File: config.mk
export PLATFORM = sky130hd
export DESIGN_NAME = imm_gen_pipe
export DESIGN_NICKNAME = d
export VERILOG_FILES = /design/src/rtl/imm_gen_pipe.sv
export SDC_FILE = /design/constraint.sdc
export NUM_CORES = 1
export LEC_CHECK = 0
export ABC_CLOCK_PERIOD_IN_PS = 2760
export BUFFER_PORTS_ARGS = -buffer_cell sky130_fd_sc_hd__buf_2
export CAP_MARGIN = 30
export CORE_UTILIZATION = 50
export DETAILED_ROUTE_END_ITERATION = 7
export PLACE_DENSITY = 0.73
export SETUP_SLACK_MARGIN = 0.02
export SLEW_MARGIN = 10
export SYNTH_ARGS = -nofsm -noshare
export SYNTH_HDL_FRONTEND = slang
export SYNTH_SLANG_ARGS = --single-unit
File: constraint.sdc
create_clock -name clk -period 2.76 [get_ports clk]
set_input_delay 0.552 -clock clk [delete_from_list [all_inputs] [get_ports clk]]
set_output_delay 0.552 -clock clk [all_outputs]
set_load 0.02 [all_outputs]
File: src/rtl/imm_gen_pipe.sv
// imm_gen_pipe
//   Two-stage pipelined immediate generator for the decode-to-execute path.
//   Converts the 24-bit instruction immediate field into a DATA_W operand
//   under a 3-bit mode select. It also produces rotated immediates with
//   shifter carry-out and PC-relative branch targets.
//
//   Modes (sx = sign-extend, zx = zero-extend, all arithmetic mod 2^DATA_W):
//     0: zx(imm[7:0])            1: zx(imm[11:0])
//     2: sx(imm[23:0]) << BR_SHIFT
//     3: zx(imm[7:0]) ror 2*imm[11:8], out_carry = msb when amount != 0
//     4: pc_in + PC_OFFSET + (sx(imm[23:0]) << BR_SHIFT)
//     5: sx(imm[11:0])           6,7: out_imm = 0, out_err = 1
//
// Ports
//   clk, rst_n        clock, asynchronous active-low reset
//   flush             synchronous kill of both stages
//   in_valid/in_ready upstream handshake (imm_field, imm_sel, pc_in)
//   out_valid/out_ready downstream handshake (out_imm, out_carry, out_err)
//
// S1 holds the decoded base value, rotate amount and pc_in + PC_OFFSET.
// S2 performs the rotate or add and drives the output registers directly.
module imm_gen_pipe #(
  parameter int DATA_W    = 32,
  parameter int BR_SHIFT  = 2,
  parameter int PC_OFFSET = 8
) (
  input  logic              clk,
  input  logic              rst_n,
  input  logic              flush,
  input  logic              in_valid,
  output logic              in_ready,
  input  logic [23:0]       imm_field,
  input  logic [2:0]        imm_sel,
  input  logic [DATA_W-1:0] pc_in,
  output logic              out_valid,
  input  logic              out_ready,
  output logic [DATA_W-1:0] out_imm,
  output logic              out_carry,
  output logic              out_err
);

  localparam int AMT_W = $clog2(DATA_W);

  // ---------------------------------------------------------------------
  // Helper functions
  // ---------------------------------------------------------------------
  function automatic logic [DATA_W-1:0] zx8(input logic [7:0] v);
    zx8 = {{(DATA_W-8){1'b0}}, v};
  endfunction

  function automatic logic [DATA_W-1:0] zx12(input logic [11:0] v);
    zx12 = {{(DATA_W-12){1'b0}}, v};
  endfunction

  function automatic logic [DATA_W-1:0] sx12(input logic [11:0] v);
    sx12 = {{(DATA_W-12){v[11]}}, v};
  endfunction

  // Sign-extended branch offset scaled to word alignment; upper bits fall off.
  function automatic logic [DATA_W-1:0] br_off(input logic [23:0] v);
    logic [DATA_W-1:0] ext;
    ext    = {{(DATA_W-24){v[23]}}, v};
    br_off = ext << BR_SHIFT;
  endfunction

  // Rotate right within DATA_W. The left shift uses the AMT_W-bit two's
  // complement of the amount, which is 0 when a is 0, so no shift by
  // DATA_W is ever needed (DATA_W is a power of two).
  function automatic logic [DATA_W-1:0] ror(input logic [DATA_W-1:0] v,
                                            input logic [AMT_W-1:0]  a);
    logic [AMT_W-1:0] l;
    l   = (~a) + {{(AMT_W-1){1'b0}}, 1'b1};
    ror = (v >> a) | (v << l);
  endfunction

  // ---------------------------------------------------------------------
  // Handshake
  // ---------------------------------------------------------------------
  logic s1_v_r;
  logic s2_v_r;
  logic s1_adv_s;
  logic s2_adv_s;
  logic accept_s;

  assign s2_adv_s  = !s2_v_r || out_ready;
  assign s1_adv_s  = !s1_v_r || s2_adv_s;
  assign in_ready  = s1_adv_s && !flush;
  assign accept_s  = in_valid && in_ready;
  assign out_valid = s2_v_r;

  // ---------------------------------------------------------------------
  // Stage 1
  // ---------------------------------------------------------------------
  logic [2:0]        s1_mode_r;
  logic [DATA_W-1:0] s1_base_r;
  logic [AMT_W-1:0]  s1_amt_r;
  logic [DATA_W-1:0] s1_pc_r;

  logic [DATA_W-1:0] base_s;
  logic [AMT_W-1:0]  amt_s;
  logic [DATA_W-1:0] pc_s;

  // Decode the immediate into the base value that S2 finishes.
  always_comb begin
    base_s = {DATA_W{1'b0}};
    amt_s  = AMT_W'({imm_field[11:8], 1'b0});
    pc_s   = pc_in + DATA_W'(PC_OFFSET);
    case (imm_sel)
      3'd0, 3'd3: base_s = zx8(imm_field[7:0]);
      3'd1:       base_s = zx12(imm_field[11:0]);
      3'd2, 3'd4: base_s = br_off(imm_field);
      3'd5:       base_s = sx12(imm_field[11:0]);
      default:    base_s = {DATA_W{1'b0}};
    endcase
  end

  // S1 register: loads on accept, holds while stalled, cleared by flush.
  always_ff @(posedge clk or negedge rst_n) begin
    if (!rst_n) begin
      s1_v_r    <= 1'b0;
      s1_mode_r <= 3'd0;
      s1_base_r <= {DATA_W{1'b0}};
      s1_amt_r  <= {AMT_W{1'b0}};
      s1_pc_r   <= {DATA_W{1'b0}};
    end else if (flush) begin
      s1_v_r <= 1'b0;
    end else if (s1_adv_s) begin
      s1_v_r <= in_valid;
      if (in_valid) begin
        s1_mode_r <= imm_sel;
        s1_base_r <= base_s;
        s1_amt_r  <= amt_s;
        s1_pc_r   <= pc_s;
      end else begin
        s1_mode_r <= s1_mode_r;
      end
    end else begin
      s1_v_r <= s1_v_r;
    end
  end

  // ---------------------------------------------------------------------
  // Stage 2
  // ---------------------------------------------------------------------
  logic [DATA_W-1:0] rot_s;
  logic [DATA_W-1:0] s2_imm_s;
  logic              s2_carry_s;
  logic              s2_err_s;

  assign rot_s = ror(s1_base_r, s1_amt_r);

  // Finish the operand: rotate for mode 3, add for mode 4, pass others.
  always_comb begin
    s2_imm_s   = s1_base_r;
    s2_carry_s = 1'b0;
    s2_err_s   = 1'b0;
    case (s1_mode_r)
      3'd3: begin
        s2_imm_s = rot_s;
        if (s1_amt_r != {AMT_W{1'b0}}) begin
          s2_carry_s = rot_s[DATA_W-1];
        end else begin
          s2_carry_s = 1'b0;
        end
      end
      3'd4:       s2_imm_s = s1_pc_r + s1_base_r;
      3'd6, 3'd7: begin
        s2_imm_s = {DATA_W{1'b0}};
        s2_err_s = 1'b1;
      end
      default:    s2_imm_s = s1_base_r;
    endcase
  end

  // S2 / output registers: load from S1 when advancing, hold while stalled.
  always_ff @(posedge clk or negedge rst_n) begin
    if (!rst_n) begin
      s2_v_r    <= 1'b0;
      out_imm   <= {DATA_W{1'b0}};
      out_carry <= 1'b0;
      out_err   <= 1'b0;
    end else if (flush) begin
      s2_v_r <= 1'b0;
    end else if (s2_adv_s) begin
      s2_v_r <= s1_v_r;
      if (s1_v_r) begin
        out_imm   <= s2_imm_s;
        out_carry <= s2_carry_s;
        out_err   <= s2_err_s;
      end else begin
        out_imm   <= out_imm;
      end
    end else begin
      s2_v_r <= s2_v_r;
    end
  end

endmodule
Word level (Yosys, flattened, before mapping)
Cells that the tools add are included.
{"block": "word_totals", "regBits": 107, "input_bits": 64, "output_inout_bits": 36, "word_cells": 50}
{"block": "op_classes", "n_addsub": 3, "n_eq_ne": 9, "shift": 2, "n_mux": 9, "bitwise": 3, "n_reduce_logical": 15}
{"operator": "case mux 32 bit (4 select lines)", "count": 1}
{"operator": "case mux 32 bit (3 select lines)", "count": 1}
{"operator": "adder 32 bit", "count": 1}
{"operator": "adder 32 x 4 -> 32 bit, second input constant", "count": 1}
{"operator": "OR 32 bit", "count": 1}
{"operator": "<< shifter 32 x 5 -> 32 bit", "count": 1}
{"operator": "right shift 32 x 5 -> 32 bit", "count": 1}
{"operator": "== test 3 bit, second input constant", "count": 5}
{"operator": "== test 3 x 2 -> 1 bit, second input constant", "count": 3}
{"operator": "two-way mux 1 bit", "count": 7}
{"operator": "AND reduction 3 bit", "count": 2}
{"operator": "OR reduction 2 bit", "count": 3}
{"operator": "adder 5 x 1 -> 5 bit, second input constant", "count": 1}
{"operator": "NOT 5 bit", "count": 1}
{"operator": "nonzero test 5 bit", "count": 1}
{"operator": "nonzero test 2 bit", "count": 2}
{"operator": "== test 3 x 1 -> 1 bit, second input constant", "count": 1}
{"operator": "logical NOT 1 bit", "count": 3}
{"operator": "logical NOT 3 bit", "count": 1}
{"operator": "logical OR 1 bit", "count": 2}
{"operator": "logical AND 1 bit", "count": 1}
{"operator": "NOT 1 bit", "count": 1}

Logic depth before layout (Yosys ltp)
Gate-level depths: netlist of the first run.
{"block": "logic_depth", "ltp_word": 6, "ltp_mapped": 16, "ltp_nobuf": 12}

Worst setup path after synthesis of the first run
Ideal clock, no wire load.
{"block": "synth_path", "path_type": "flip-flop to flip-flop", "from": "register s1_amt_r[2]", "to": "register out_imm[29]", "setup_time_ns": 0.121, "t_arrival_ns": 2.745, "required_ns": 2.639, "path_slack_ns": -0.106, "stages_incl_launch_ff": 15, "n_path_buf": 6, "period_less_slack_ns": 2.866, "path_cell_list": "dfrtp_1 buf_4 buf_4 buf_2 inv_1 ha_1 buf_4 buf_6 buf_2 mux4_2 a211oi_1 a21oi_1 o21ai_0 nand4_1 o22a_1"}
{"block": "synth_between", "elab_chain_len": 5, "word_cells_on_any_way": 6, "classes_between": "1 x add/sub; 2 x shift; 1 x mux; 2 x bitwise"}
{"item": "start, declared", "line": "96", "rtl": "logic [AMT_W-1:0] s1_amt_r;"}
{"item": "start signal, assigned", "line": "123", "rtl": "s1_amt_r <= {AMT_W{1'b0}};"}
{"item": "start signal, assigned", "line": "132", "rtl": "s1_amt_r <= amt_s;"}
{"item": "NOT 5 bit", "line": "72", "rtl": "l = (~a) + {{(AMT_W-1){1'b0}}, 1'b1};"}
{"item": "adder 5 x 1 -> 5 bit", "line": "72"}
{"item": "<< shifter 32 x 5 -> 32 bit", "line": "73", "rtl": "ror = (v >> a) | (v << l);"}
{"item": "OR 32 bit *", "line": "73"}
{"item": "case mux 32 bit (3 select lines) *", "line": "157", "rtl": "case (s1_mode_r)"}
{"item": "end signal, assigned", "line": "179", "rtl": "out_imm <= {DATA_W{1'b0}};"}
{"item": "end signal, assigned", "line": "187", "rtl": "out_imm <= s2_imm_s;"}
{"item": "end signal, assigned", "line": "191", "rtl": "out_imm <= out_imm;"}
{"item": "end, declared", "line": "37", "rtl": "output logic [DATA_W-1:0] out_imm,"}
Every way passes the cells marked *; elsewhere a longest branch is shown, timed or not.
A chain may end at the register's enable or synchronous reset.

Worst setup path in the final report of the first run
{"block": "layout_path", "from": "register s1_base_r[0]", "to": "register out_imm[30]"}
{"block": "layout_between", "elab_chain_len": 3, "word_cells_on_any_way": 5, "classes_between": "1 x add/sub; 2 x shift; 1 x mux; 1 x bitwise"}
{"item": "start, declared", "line": "95", "rtl": "logic [DATA_W-1:0] s1_base_r;"}
{"item": "start signal, assigned", "line": "122", "rtl": "s1_base_r <= {DATA_W{1'b0}};"}
{"item": "start signal, assigned", "line": "131", "rtl": "s1_base_r <= base_s;"}
{"item": "parallel branches: the longest is 2 deep, another holds adder 32 bit"}
{"item": "case mux 32 bit (3 select lines) *", "line": "157"}
Mark *: on every way between the ends.

==> results.json, run 1 <==
{
  "layout_commonest_cell": "nand2_1",
  "synth_enable_flop_cells": 0,
  "worst-path-max-fanout": 3,
  "ir_worst_vdd_uv": 375,
  "cts.sinks": 101,
  "vias_per_cell": 6.27,
  "synth.net_count": 1199,
  "synth-seq-cells": 101,
  "cellLeakagePower_nw": 4.63,
  "critPathRequiredTime_ns": 3.06,
  "dp.final_hpwl_um": 24300,
  "synthTopCellsByArea": "dfrtp_1, nand2_1, o21ai_0, a21oi_1, ha_1",
  "arrival_ns": 3.03,
  "dieArea_um2": 18100,
  "maxCapViolations": 0,
  "critPathMostFrequentCell": "a31oi_1",
  "synth_top_family_by_area": "compound AO/OA/AOI/OAI gates",
  "grt_setup_unrepaired": "true",
  "reg2regPathDepth": 12,
  "antenna_found_initial": 0,
  "start_util_pct": 51.0,
  "synthArstFlopShare_pct": 100,
  "fin_ws_ns": 0.0300,
  "fp.dieH_um": 135,
  "finalHoldViolCount": 0,
  "area_growth_pct": 19.1,
  "coreArea_um2": 17200,
  "die_x_um": 135,
  "track_usage_pct": 35.8,
  "synth_xor_area_share_pct": 5.67,
  "tritoncts": "built",
  "worstSetupPathType": "flip-flop to flip-flop",
  "skew_ns": 0.0155,
  "drive_gt1_share_pct": 23.4,
  "grt_remaining_overflow": 0,
  "internal-power_w": 0.00391,
  "yosysTopAreaCell": "dfrtp_1",
  "path_delay_family": "compound AO/OA/AOI/OAI gates",
  "p_sw_w": 0.00307,
  "synth_mux_area_share_pct": 10.9,
  "critPathBufInv": 1,
  "synth_seq_area_share_pct": 28.7,
  "hp-class": "input port to async pin",
  "setup_viol": 0,
  "combPwrFrac_pct": 51.7,
  "cts.reportedPaths.clkPinSlew_ns": 0.08,
  "tns_ns": 0,
  "synth_compound_area_share_pct": 26.9,
  "synth_top_area_share_pct": 28.7,
  "grt_pass1_vias": 8579,
  "status": "complete, no violations",
  "cts_max_path_buffers": 2,
  "seqPwrFrac_pct": 28.5,
  "fin_nets": 1327,
  "postRouteAntennaNets": 0,
  "place_ws_ns": -0.111,
  "insertion_delay_ns": 0.37,
  "htreeDepth": 3,
  "critPathSlowestCell": "dfrtp_1",
  "slew-limit-headroom_pct": 56.4,
  "numPortBuffers": 99,
  "finalMaxSlewViolations": 0,
  "avgRoutedWirePerCell_um": 21.7,
  "yosysWarnings": 0,
  "wirelength_um": 31600,
  "cts_hold_buf": 0,
  "worst-path-stages": 12,
  "pwr-share-clk_pct": 19.8,
  "routabilityCongestion": 1.04,
  "std_cell_rows": 48,
  "fillerInstances": 1525,
  "cts_root_buffer": "clkbuf_16",
  "grt_max_degree": 61,
  "finalCriticalPeriod_ns": 2.73,
  "first_iter_violations": 1001,
  "yosys.area_share.simple_pct": 18.0,
  "final_cell_mix": "nand2_1, nor2_1, o21ai_0",
  "cp_cell_sequence": "ha_2 > inv_2 > fa_2 > nand2b_4 > a21oi_4 > o21ai_4 > a211oi_4 > or2_1 > a31oi_1 > a31oi_1 > mux2_1 > nor2_1",
  "grt_pass1_wl_um": 49000,
  "io_pins": 100,
  "cpPeakStageDelay_ns": 0.37,
  "yosys_most_used_dff": "dfrtp_1",
  "synth_area_per_cell_um2": 7.99,
  "crit_path_start_kind": "flip-flop",
  "ys_types": 74,
  "num_antenna_cells": 0,
  "syn_area_um2": 8800,
  "yosys.area_share.adder_pct": 4.92,
  "p_sw_share_pct": 44.0,
  "drc": 0,
  "p_per_area_nw_per_um2": 666,
  "dr.pass1.iters": 6,
  "final_core_util_pct": 60.8,
  "fmax_mhz": 366,
  "period_share_pct": 98.9,
  "cp-end-kind": "flip-flop",
  "syn_inst": 1101,
  "numCtsBuffers": 9,
  "tightest_slew_ns": 0.653,
  "vias": 9143
}
stage by stage:
step	hold slack (ns)	cells	instance area (um2)	power, W
floorplan	0.256	1101	8810	0.00418
global placement	0.450	1438	10000	0.00543
detailed placement	0.457	1439	10000	0.00546
CTS	0.191	1456	10400	0.00684
global route	0.224	1459	10500	0.00734
finish	0.170	1459	10500	0.00698
metal layers:
layer  track usage (%)  share of wire, %  up-vias
met1              49.5                43     4314
li1                  -                 -     4289
met4              19.2               5.7        0
met3              5.78               8.3       89
met2              53.7                43      451
met5                 0                 0        -
cell usage after synthesis, types with 4 or more instances:
| master | count |
|---|---|
| nand3_1 | 20 |
| ha_1 | 33 |
| nor2b_1 | 14 |
| o21a_1 | 6 |
| nor3_1 | 15 |
| o21bai_1 | 4 |
| o22ai_1 | 25 |
| dfrtp_1 | 101 |
| o21ai_1 | 13 |
| a211oi_1 | 25 |
| o22a_1 | 4 |
| nor2_1 | 109 |
| o221ai_1 | 12 |
| xor2_1 | 29 |
| or3_1 | 4 |
| inv_1 | 15 |
| buf_4 | 5 |
| a31oi_1 | 23 |
| mux2_2 | 17 |
| nand2_1 | 160 |
| a222oi_1 | 5 |
| and3_1 | 10 |
| o21ai_0 | 104 |
| a21o_1 | 14 |
| clkbuf_1 | 45 |
| a22oi_1 | 9 |
| o31a_1 | 4 |
| o211ai_1 | 7 |
| mux4_2 | 17 |
| nand4_1 | 7 |
| nand2b_1 | 7 |
| xnor2_1 | 28 |
| mux2i_1 | 35 |
| buf_6 | 4 |
| a21oi_1 | 87 |
| buf_2 | 21 |
what timing repair did:
item | CTS | global route
endpoints found under the hold margin | 0 | 0
setup buffers | 1 | 3
setup endpoints to repair | 5 | 14
pin swaps | 6 | 17
resized for setup | 5 | 23
cell type report:
class | count | area [um2] | area share (%)
clock inverters | 7 | 82.6 | 0.788
multi-input cells | 906 | 5990 | 57.1
repair buffers | 194 | 1310 | 12.5
clock buffers | 9 | 225 | 2.15
inverters | 17 | 63.8 | 0.609
flip-flops and latches | 101 | 2530 | 24.1
well taps | 225 | 282 | 2.69
path summary, 6_finish.rpt:
path                                    end  slack, ns          from
max in group asynchronous       s1_amt_r[1]       1.83         rst_n
worst min register to register      out_err       0.48       out_err
min in group clk                  out_valid       0.41         flush
worst max register to register  out_imm[30]       0.03  s1_base_r[0]
worst max-delay path            out_imm[30]       0.03  s1_base_r[0]
worst min-delay path                 s1_v_r       0.17         rst_n
worst register-to-register path: cells and delay by family (launching register included):
family          cells  cell delay (ns)
mux                 1             0.35
fa+ha+maj           2             0.55
simple gates        3             0.43
compound gates      5             0.91
buf+inv             1             0.05
flops               1             0.37
cells by family (layout without fill, tap and decap cells):
kind of cell    count (synthesis)  in the layout
compound gates                378            378
simple gates                  365            365
flops                         101            101
buf+inv                        94            227
mux                            72             72
xor+xnor                       57             57
fa+ha+maj                      34             34
sequential cells by signal, summed over array words and instances (netlist names):
name / count
out_carry: 1
out_err: 1
out_imm: 32
out_valid: 1
s1_amt_r: 4
s1_base_r: 26
s1_mode_r: 3
s1_pc_r: 32
s1_v_r: 1
power by group through the flow:
stage | combinational [W] | sequential [W] | clock [W]
floorplan | 0.00204 | 0.00214 | 0
global placement | 0.00342 | 0.00201 | 0
detailed placement | 0.00344 | 0.00202 | 0
CTS | 0.00347 | 0.00199 | 0.00139
global route | 0.00387 | 0.00202 | 0.00145
finish | 0.00361 | 0.00199 | 0.00138
No activity file was read; power rests on OpenSTA's default activity.
==> run 2: changes to the inputs <==
--- a/config.mk
+++ b/config.mk
@@ -8,9 +8,9 @@
 export ABC_CLOCK_PERIOD_IN_PS = 2760
 export BUFFER_PORTS_ARGS = -buffer_cell sky130_fd_sc_hd__buf_2
 export CAP_MARGIN = 30
-export CORE_UTILIZATION = 50
+export CORE_UTILIZATION = 49
 export DETAILED_ROUTE_END_ITERATION = 7
-export PLACE_DENSITY = 0.73
+export PLACE_DENSITY_LB_ADDON = 0.05
 export SETUP_SLACK_MARGIN = 0.02
 export SLEW_MARGIN = 10
 export SYNTH_ARGS = -nofsm -noshare
==> results.json, run 2 (synthesis results as in run 1) <==
{
  "vias_per_cell": 6.24,
  "critPathMostFrequentCell": "nor2_1",
  "fmax_mhz": 370,
  "ir_worst_vdd_uv": 451,
  "design_area_um2": 10300,
  "numCtsBuffers": 9,
  "cellLeakagePower_nw": 4.52,
  "combPwrFrac_pct": 51.1,
  "grt_remaining_overflow": 0,
  "tightest_slew_ns": 0.680,
  "maxCapViolations": 0,
  "crit_path_start_kind": "flip-flop",
  "start_util_pct": 50.5,
  "numPortBuffers": 99,
  "grt_pass1_vias": 8338,
  "cts.reportedPaths.clkPinSlew_ns": 0.08,
  "routabilityCongestion": 0.982,
  "critPathSlowestCell": "dfrtp_2",
  "cts_max_path_buffers": 2,
  "htreeDepth": 3,
  "fin_nets": 1313,
  "grt_pass1_wl_um": 47500,
  "finalMaxSlewViolations": 0,
  "final-instance-count-excl-fill": 1445,
  "regToRegSetupSlack_ns": 0.06,
  "cp-end-kind": "flip-flop",
  "worst-path-max-fanout": 25,
  "coreArea_um2": 17400,
  "largestRegisters": "out_imm (32), s1_pc_r (32), s1_base_r (26)",
  "layout_commonest_cell": "nand2_1",
  "setup_viol": 0,
  "antenna_found_initial": 1,
  "fin_ws_ns": 0.0560,
  "place_ws_ns": -0.0311,
  "finalHoldViolCount": 0,
  "internal-power_w": 0.00376,
  "dp.final_hpwl_um": 24000,
  "track_usage_pct": 34.5,
  "drc": 0,
  "dp_cells": 1427,
  "drive_gt1_share_pct": 22.0,
  "dr.pass1.iters": 6,
  "num_antenna_cells": 0,
  "slew-limit-headroom_pct": 54.1,
  "grt_max_degree": 61,
  "grt_setup_unrepaired": "true",
  "first_iter_violations": 818,
  "cts_root_buffer": "clkbuf_16",
  "io_pins": 100,
  "tritoncts": "built",
  "p_per_area_nw_per_um2": 660,
  "pwr-share-clk_pct": 19.5,
  "p_sw_w": 0.00305,
  "vias": 9011,
  "cpPeakStageDelay_ns": 0.42,
  "finalCriticalPeriod_ns": 2.70,
  "area_growth_pct": 17.3,
  "insertion_delay_ns": 0.37,
  "die_x_um": 136,
  "seqPwrFrac_pct": 29.4,
  "cts.sinks": 101,
  "status": "complete, no violations",
  "p_sw_share_pct": 44.8,
  "cp_cell_sequence": "buf_4 > nor3_2 > xnor2_1 > buf_12 > mux2i_1 > nor2_1 > nor3_1 > o21ai_1 > nor2_1 > mux2_1 > nor2_1",
  "skew_ns": 0.00700,
  "arrival_ns": 2.96,
  "critPathRequiredTime_ns": 3.02,
  "final_cell_mix": "nand2_1, nor2_1, o21ai_0",
  "path_delay_family": "simple AND/OR/NAND/NOR gates",
  "placed_cell_area_um2": 9880,
  "std_cell_rows": 48,
  "dieArea_um2": 18500,
  "hp-class": "input port to flip-flop",
  "period_share_pct": 98.0,
  "fp.dieH_um": 136,
  "wirelength_um": 31000,
  "avgRoutedWirePerCell_um": 21.5,
  "postRouteAntennaNets": 0,
  "worstSetupPathType": "flip-flop to flip-flop",
  "critPathBufInv": 2
}
-- run 2: cell types whose count changed in the layout (fill, tap and decap cells not counted), sizes merged --
cell and change:
buf -15, bufinv -1, clkinvlp +1, dlygate4sd3 +1
-- run 2: per-stage QoR --
step / util, % / setup TNS (ns) / hold slack (ns) / total power [W]
floorplan: - / 0 / 0.256 / 0.00418
global placement: 56.8 / 0 / 0.375 / 0.00537
detailed placement: 56.8 / -0.0311 / 0.381 / 0.00538
CTS: 58.6 / 0 / 0.394 / 0.00670
global route: 59.2 / -0.190 / 0.397 / 0.00719
finish: 59.2 / 0 / 0.396 / 0.00681
-- run 2: worst paths after layout --
kind,start,cells after the start,endpoint
setup / recovery,s1_amt_r[1],11,out_imm[30]
hold / removal,flush,2,s1_v_r
setup reg to reg,s1_amt_r[1],11,out_imm[30]
hold reg to reg,out_imm[16],2,out_imm[16]
max in group asynchronous,rst_n,3,s1_pc_r[25]
min in group asynchronous,rst_n,2,out_imm[4]
-- run 2: final cells by class --
| type | count | area (um2) |
|---|---|---|
| Fill cell | 1677 | 7100 |
| Multi-Input combinational cell | 906 | 5980 |
| Sequential cell | 101 | 2530 |
| Timing Repair Buffer | 180 | 1170 |
| Tap cell | 225 | 282 |
| Clock buffer | 9 | 225 |
| Clock inverter | 7 | 67.6 |
| Inverter | 17 | 63.8 |
-- run 2: what timing repair did --
item | 4_1_cts | 5_1_grt
hold buffers | 1 | 0
pin swaps | 0 | 14
endpoints found under the hold margin | 4 | 0
buffers inserted | 0 | 1
resized for setup | 2 | 21
endpoints found under the setup margin | 4 | 14
-- run 2: per-layer routing --
layer,track usage [%],vias up,wire [um]
met1,47.4,4300,13700
met2,53.0,372,13800
met4,17.0,0,1320
met3,5.03,68,2140
met5,0,-,0
li1,-,4271,-
-- run 2: power groups by stage --
stage                     Clock (W)  Sequential [W]  Combinational [W]
after floorplan                   0         0.00214            0.00204
after global placement            0         0.00202            0.00335
after detailed placement          0         0.00203            0.00335
after CTS                   0.00133         0.00200            0.00336
after global routing        0.00140         0.00203            0.00376
final                       0.00132         0.00200            0.00348
-- run 2: worst reg2reg max path: cells and delay by family (launching register included) --
family / cells / cell delay (ns)
DFF: 1 / 0.42
and+or+nand+nor: 5 / 0.95
buffers and inverters: 2 / 0.44
AOI/OAI and AO/OA: 1 / 0.17
muxes: 2 / 0.40
xor gates and xnor gates: 1 / 0.22
